[src/rtl/cpu_types_pkg.sv]
// Shared CPU-side types: the RAM handshake state encoding and the machine word.
package cpu_types_pkg;

    typedef logic [31:0] word_t;

    typedef enum logic [1:0] {
        FREE   = 2'd0,
        BUSY   = 2'd1,
        ACCESS = 2'd2,
        ERROR  = 2'd3
    } ramstate_t;

endpackage

[src/rtl/cache_mem_ctrl_if.sv]
// Cache-side and RAM-side bus of the memory controller.
// master = controller view (drives the RAM), slave = environment view (caches + RAM).
interface cache_mem_ctrl_if;
    import cpu_types_pkg::*;

    logic      iREN;
    word_t     iaddr;
    logic      iwait;
    word_t     iload;

    logic      dREN;
    logic      dWEN;
    word_t     daddr;
    word_t     dstore;
    logic      dwait;
    word_t     dload;

    logic      ramREN;
    logic      ramWEN;
    word_t     ramaddr;
    word_t     ramstore;
    word_t     ramload;
    ramstate_t ramstate;

    modport master (
        input  iREN, iaddr, dREN, dWEN, daddr, dstore, ramload, ramstate,
        output iwait, iload, dwait, dload, ramREN, ramWEN, ramaddr, ramstore
    );

    modport slave (
        output iREN, iaddr, dREN, dWEN, daddr, dstore, ramload, ramstate,
        input  iwait, iload, dwait, dload, ramREN, ramWEN, ramaddr, ramstore
    );
endinterface

[src/rtl/cache_mem_ctrl.sv]
// Arbiter between icache and dcache for a single RAM port, with grant timeout.
// Optional macro MEMCTRL_STATS_EN adds per-requester acknowledged-transaction counters.
//
// state  | meaning
// IDLE   | no grant; one IDLE cycle always separates transactions
// DGRANT | dcache owns the RAM until ACCESS, request drop or timeout
// IGRANT | icache owns the RAM until ACCESS, request drop or timeout
module cache_mem_ctrl
    import cpu_types_pkg::*;
#(
    parameter int TIMEOUT = 64
) (
    input  logic CLK,
    input  logic nRST,
    cache_mem_ctrl_if.master bus,
    output logic tmo_err
`ifdef MEMCTRL_STATS_EN
    ,
    output word_t icount,
    output word_t dcount
`endif
);

    typedef enum logic [1:0] {
        IDLE   = 2'd0,
        DGRANT = 2'd1,
        IGRANT = 2'd2
    } state_t;

    localparam logic [15:0] TMO_LAST = 16'(TIMEOUT - 1);

    state_t      state, next_state;
    logic [15:0] wait_cnt;
    logic        access;
    logic        tmo_hit;

    // ERROR is deliberately not special-cased: only ACCESS ends a grant.
    assign access = (bus.ramstate == ACCESS);

    always_ff @(posedge CLK, negedge nRST) begin
        if (!nRST) state <= IDLE;
        else       state <= next_state;
    end

    always_comb begin
        next_state = state;
        tmo_hit    = 1'b0;
        case (state)
            IDLE: begin
                if (bus.dREN || bus.dWEN) next_state = DGRANT;
                else if (bus.iREN)        next_state = IGRANT;
            end
            DGRANT: begin
                if (access)                          next_state = IDLE;
                else if (!(bus.dREN || bus.dWEN))    next_state = IDLE;
                else if (wait_cnt == TMO_LAST) begin
                    next_state = IDLE;
                    tmo_hit    = 1'b1;
                end
            end
            IGRANT: begin
                if (access)                    next_state = IDLE;
                else if (!bus.iREN)            next_state = IDLE;
                else if (wait_cnt == TMO_LAST) begin
                    next_state = IDLE;
                    tmo_hit    = 1'b1;
                end
            end
            default: next_state = IDLE;
        endcase
    end

    always_comb begin
        bus.ramREN  = 1'b0;
        bus.ramWEN  = 1'b0;
        bus.ramaddr = '0;
        bus.dwait   = 1'b1;
        bus.iwait   = 1'b1;
        case (state)
            DGRANT: begin
                bus.ramWEN  = bus.dWEN;
                bus.ramREN  = bus.dREN & ~bus.dWEN;
                bus.ramaddr = bus.daddr;
                bus.dwait   = ~access;
            end
            IGRANT: begin
                bus.ramREN  = bus.iREN;
                bus.ramaddr = bus.iaddr;
                bus.iwait   = ~access;
            end
            default: ;
        endcase
    end

    assign bus.ramstore = bus.dstore;
    assign bus.dload    = bus.ramload;
    assign bus.iload    = bus.ramload;

    // Held at zero in IDLE, so every grant starts counting from zero.
    always_ff @(posedge CLK, negedge nRST) begin
        if (!nRST)                          wait_cnt <= '0;
        else if (state == IDLE)             wait_cnt <= '0;
        else if (!access)                   wait_cnt <= wait_cnt + 16'd1;
    end

    always_ff @(posedge CLK, negedge nRST) begin
        if (!nRST)        tmo_err <= 1'b0;
        else if (tmo_hit) tmo_err <= 1'b1;
    end

`ifdef MEMCTRL_STATS_EN
    always_ff @(posedge CLK, negedge nRST) begin
        if (!nRST) begin
            icount <= '0;
            dcount <= '0;
        end else begin
            if (state == DGRANT && access) dcount <= dcount + 32'd1;
            if (state == IGRANT && access) icount <= icount + 32'd1;
        end
    end
`endif

endmodule

[src/flat_wrapper.sv]
// flat-port wrapper written by rule: the top's interface ports become plain ports
module cache_mem_ctrl_flat import cpu_types_pkg::*;
#(
    parameter int TIMEOUT = 64
)
  (CLK, nRST, tmo_err, bus_iREN, bus_iaddr, bus_dREN, bus_dWEN, bus_daddr, bus_dstore, bus_ramload, bus_ramstate, bus_iwait, bus_iload, bus_dwait, bus_dload, bus_ramREN, bus_ramWEN, bus_ramaddr, bus_ramstore);
  cache_mem_ctrl_if bus_i ();
  input  logic CLK;
  input  logic nRST;
  output logic tmo_err;
  input wire logic [$bits(bus_i.iREN)-1:0] bus_iREN;
  input wire logic [$bits(bus_i.iaddr)-1:0] bus_iaddr;
  input wire logic [$bits(bus_i.dREN)-1:0] bus_dREN;
  input wire logic [$bits(bus_i.dWEN)-1:0] bus_dWEN;
  input wire logic [$bits(bus_i.daddr)-1:0] bus_daddr;
  input wire logic [$bits(bus_i.dstore)-1:0] bus_dstore;
  input wire logic [$bits(bus_i.ramload)-1:0] bus_ramload;
  input wire logic [$bits(bus_i.ramstate)-1:0] bus_ramstate;
  output wire logic [$bits(bus_i.iwait)-1:0] bus_iwait;
  output wire logic [$bits(bus_i.iload)-1:0] bus_iload;
  output wire logic [$bits(bus_i.dwait)-1:0] bus_dwait;
  output wire logic [$bits(bus_i.dload)-1:0] bus_dload;
  output wire logic [$bits(bus_i.ramREN)-1:0] bus_ramREN;
  output wire logic [$bits(bus_i.ramWEN)-1:0] bus_ramWEN;
  output wire logic [$bits(bus_i.ramaddr)-1:0] bus_ramaddr;
  output wire logic [$bits(bus_i.ramstore)-1:0] bus_ramstore;
  assign bus_i.iREN = bus_iREN;
  assign bus_i.iaddr = bus_iaddr;
  assign bus_i.dREN = bus_dREN;
  assign bus_i.dWEN = bus_dWEN;
  assign bus_i.daddr = bus_daddr;
  assign bus_i.dstore = bus_dstore;
  assign bus_i.ramload = bus_ramload;
  assign bus_i.ramstate = bus_ramstate;
  assign bus_iwait = bus_i.iwait;
  assign bus_iload = bus_i.iload;
  assign bus_dwait = bus_i.dwait;
  assign bus_dload = bus_i.dload;
  assign bus_ramREN = bus_i.ramREN;
  assign bus_ramWEN = bus_i.ramWEN;
  assign bus_ramaddr = bus_i.ramaddr;
  assign bus_ramstore = bus_i.ramstore;
  cache_mem_ctrl #(.TIMEOUT(TIMEOUT)) u_core (.CLK(CLK), .nRST(nRST), .bus(bus_i), .tmo_err(tmo_err));
endmodule
[config.mk]
export PLATFORM = sky130hd
export DESIGN_NAME = cache_mem_ctrl_flat
export DESIGN_NICKNAME = d
export VERILOG_FILES = /design/src/rtl/cpu_types_pkg.sv /design/src/rtl/cache_mem_ctrl_if.sv /design/src/rtl/cache_mem_ctrl.sv /design/src/flat_wrapper.sv
export SDC_FILE = /design/constraint.sdc
export NUM_CORES = 1
export LEC_CHECK = 0
export CORE_AREA = 2 2 105 107
export DETAILED_ROUTE_END_ITERATION = 6
export DIE_AREA = 0 0 107 109
export GPL_TIMING_DRIVEN = 1
export HOLD_SLACK_MARGIN = 0.02
export PLACE_DENSITY = 0.68
export SYNTH_ARGS = -nofsm -noshare
export SYNTH_HDL_FRONTEND = slang
export SYNTH_SLANG_ARGS = --single-unit
[constraint.sdc]
create_clock -name CLK -period 3.1 [get_ports CLK]
set_input_delay 0.465 -clock CLK [delete_from_list [all_inputs] [get_ports CLK]]
set_output_delay 0.465 -clock CLK [all_outputs]
set_load 0.01 [all_outputs]
* After elaboration in Yosys (flattened, before gate mapping)
Cells that the tools add are included.
** Cells by class
- Add/subtract/negate cells :: 1
- Equality and inequality tests :: 6
- Muxes and demuxes :: 21
- Bitwise logic cells :: 3
- Reduce and logical (&&, ||, !) cells :: 2
** Operators by type and width (count)
- $pmux W32 S2 :: 1
- $mux W16 :: 2
- $add A16 B1 Y16 const B :: 1
- $eq A16 B6 Y1 const B :: 1
- $mux W2 :: 7
- $mux W1 :: 8
- $pmux W2 S3 :: 1
- $eq A2 B2 Y1 const B :: 2
- $pmux W1 S2 :: 2
- $ne A3 B2 Y1 const B :: 1
- $eq A2 B1 Y1 const B :: 1
- $logic_not A2 Y1 :: 1
- $ne A2 B2 Y1 const B :: 1
- $not A1 Y1 :: 2
- $and A1 B1 Y1 :: 1
- $logic_or A1 B1 Y1 :: 1
** Storage, ports and cells
- Bits in registers :: 19
- Input bits :: 135
- Output and inout port bits :: 133
- Word-level logic and storage cells :: 36

* Depth between registers and ports, before layout
- Depth after elaboration :: 5
- Depth in mapped cells :: 7
- Mapped depth without buffers :: 6

* Worst setup path after synthesis
OpenSTA, ideal clock, no wires.
- Path type :: reg2out
- Start point :: register u_core.state[1]
- End point :: output bus_ramREN
- Data arrival time :: 1478 ps
- Path slack :: 1157 ps
- Stages on the path, launching flop included :: 8
- Buffers on the path :: 2
- Cells stage by stage :: dfrtp_1 inv_1 ha_1 clkbuf_1 clkbuf_1 nand2_1 o21ai_0 and2_1
** Between the ends
- Word-level cells in the longest chain between the ends :: 2
** Ends and longest elaborated chain
- from (decl) :: line cache_mem_ctrl.sv:32 : state_t state, next_state;
- from (signal assigned) :: line cache_mem_ctrl.sv:42 : else state <= next_state;
- $eq A2 B2 Y1 or $eq A2 B1 Y1 (tied branches) :: line cache_mem_ctrl.sv:79 : case (state)
- $pmux W1 S2 (*) :: line cache_mem_ctrl.sv:79
- to (decl) :: line flat_wrapper.sv:23 : output wire logic [$bits(bus_i.ramREN)-1:0] bus_ramREN;
Mark *: on every way between the ends. The rest lies on a longest branch, timed or not.

* Final worst setup path
Ends and elaborated chain as after synthesis.

==> flow_summary.json <==
{
  "top_layer": "met4",
  "hold_viol": 0,
  "fin_crit_sh_pct": 86.9,
  "wl_met3_um": 907,
  "grt_first_pass_wirelength_um": 9450,
  "portBuffers": 107,
  "synth_nets": 425,
  "critPathMaxStageDelay_ns": 0.54,
  "final_common_cell": "clkdlybuf4s50_1",
  "critical_path_arrival_ns": 2.23,
  "p_leak_nw": 1.03,
  "first_pass_iters": 4,
  "cts_root_buf": "clkbuf_8",
  "synthCells": 285,
  "cp_slowest_cell": "clkdlybuf4s50_1",
  "cts_setup_buffers": 0,
  "routed_wl_um": 6700,
  "grt_max_degree": 37,
  "critPathKind": "flip-flop to primary output",
  "cts_max_level": 1,
  "rsz0062_at_grt": "no",
  "cts_resized": 0,
  "synth-seq-cells": 19,
  "wl_met2_um": 3160,
  "core_mm2": 0.0106,
  "reg2reg_slack_ns": 1.18,
  "finalNetCount": 429,
  "overflow": 0,
  "worstRegToRegCells": 7,
  "status": "finished clean",
  "yosys_warnings": 0,
  "fmax_mhz": 371,
  "track_usage_pct": 10.1,
  "dp.cells": 424,
  "clk_latency_ns": 0.26,
  "start_kind": "flip-flop",
  "skew_ns": 0.00127,
  "avgSynthCellArea_um2": 8.03,
  "max_cap_viol_count": 0,
  "synth.distinct_cells": 36,
  "cp_cell_sequence": "inv_1, ha_1, buf_4, nand2_1, o21ai_0, and2_1, clkdlybuf4s50_1",
  "die_h_um": 109,
  "tightest_slew_ns": 0.865,
  "period_needed_ns": 2.69,
  "drt-vias-per-instance": 4.37,
  "postSynth.asyncResetShare_pct": 100,
  "place_congestion": 0.772,
  "path_clk_slew_ns": 0.07,
  "drc": 0,
  "ys_seq_area_share_pct": 20.8,
  "grt_pass1_vias": 1753,
  "dpl.hpwl_um": 5400,
  "met1Wirelength_um": 2370,
  "antenna_cells": 0,
  "syn_area_mm2": 0.00229,
  "ctsHoldBuffers": 0,
  "hold_path_class": "flip-flop to flip-flop",
  "cts_buffers": 3,
  "layout.cells.non_filler": 428,
  "cts_num_sinks": 19,
  "holdPathStages": 1,
  "crit_path_start": "u_core.state[1]",
  "ir_drop_v": 0.000478,
  "fin_total_pwr_mw": 1.46,
  "drive_gt1_share_pct": 3.82,
  "setup_viol": 0,
  "cts_tree": "yes",
  "synth-edff-count": 0,
  "num_rows": 38,
  "p_per_area_mw_per_mm2": 519,
  "cts_max_path_buffers": 2,
  "cp-end-kind": "primary output",
  "antenna_left": 0,
  "ioPinCount": 268,
  "start_util_pct": 21.6,
  "rr_endpoint": "u_core.state[0]",
  "die_area_mm2": 0.0117,
  "detailroute.via_count": 1871,
  "ys.flop_type": "dfrtp_1",
  "crit_end": "bus_ramREN",
  "cp.required_ns": 2.63,
  "die_w_um": 107,
  "rr_startpoint": "u_core.state[1]",
  "maxSlewHeadroom_pct": 42.1,
  "slew_violations": 0,
  "tns_ns": 0,
  "area_growth_pct": 23.1,
  "drtIter0Drc": 65,
  "wl_per_cell_um": 15.7,
  "grt_antenna_before_repair": 0,
  "path_max_fanout": 36,
  "final_cell_mix": "clkdlybuf4s50_1 (107), nor2b_1 (33), a22oi_1 (32)"
}
==> routing by layer <==
| metal | global-route usage [%] | vias up |
|---|---|---|
| li1 | - | 879 |
| met5 | 0 | - |
| met4 | 5.94 | 0 |
| met1 | 10.9 | 855 |
| met3 | 5.20 | 28 |
| met2 | 16.0 | 109 |
==> worst max-delay path: cells and delay by family, from the launching register on <==
kind                       cells  cell delay (ns)
buffers and inverters          3             1.01
DFF                            1             0.42
and+or+nand+nor                2             0.22
AOI/OAI and AO/OA              1             0.16
adders and majority gates      1             0.15
==> metrics by stage <==
stage	utilization (%)	area (µm²)	hold WS, ns	worst slack (ns)
after CTS	26.6	2820	0.489	0.399
after global placement	26.2	2770	0.475	0.754
after floorplan	-	2290	0.169	1.16
after global routing	26.6	2820	0.508	0.256
final	26.6	2820	0.481	0.407
after detailed placement	26.2	2770	0.467	0.691
==> power breakdown <==
| group | leakage [nW] | internal, mW | total, mW | switching, mW |
|---|---|---|---|---|
| Sequential | 0.261 | 0.269 | 0.291 | 0.0223 |
| Combinational | 0.747 | 0.530 | 0.994 | 0.464 |
| Clock | 0.0228 | 0.0917 | 0.179 | 0.0873 |
==> state kept, by name (all words and copies together), names as in the netlist <==
name	cells
u_core.wait_cnt	16
u_core.state	2
u_core.tmo_err	1
==> how the worst min path moves through the flow <==
stage          slack, ns            from              end
2_1_floorplan       0.17            nRST  u_core.state[0]
3_3_place_gp        0.48  u_core.tmo_err   u_core.tmo_err
3_5_place_dp        0.47  u_core.tmo_err   u_core.tmo_err
4_1_cts             0.49  u_core.tmo_err   u_core.tmo_err
5_1_grt             0.51  u_core.tmo_err   u_core.tmo_err
6_report            0.48  u_core.tmo_err   u_core.tmo_err
==> final cells by class <==
type / count / area (µm²)
repair buffers: 110 / 1090
clock buffers: 4 / 45.0
well taps: 140 / 175
flip-flops and latches: 19 / 475
multi-input cells: 152 / 1020
fillers: 1142 / 7780
inverters: 3 / 11.3
==> synthesized netlist by cell type, types with 5 or more instances <==
cell	n	share of area, %
a21oi_1	7	1.5
a22oi_1	32	10
buf_4	96	31
clkbuf_1	13	2.1
dfrtp_1	19	21
ha_1	5	2.7
nand2_1	9	1.5
nand4_1	6	1.6
nor2_1	11	1.8
nor2b_1	33	9.0
o21ai_0	7	1.5
xor2_1	9	3.4
==> cells by family after synthesis <==
group | count (synthesis) | share of synthesized area, %
compound gates | 50 | 15.0
xor+xnor | 10 | 3.83
fa+ha+maj | 5 | 2.73
buf+inv | 114 | 34.8
flops | 19 | 20.8
mux | 1 | 0.437
simple gates | 86 | 22.5
Note: power is estimated with default switching activity, not from simulation.
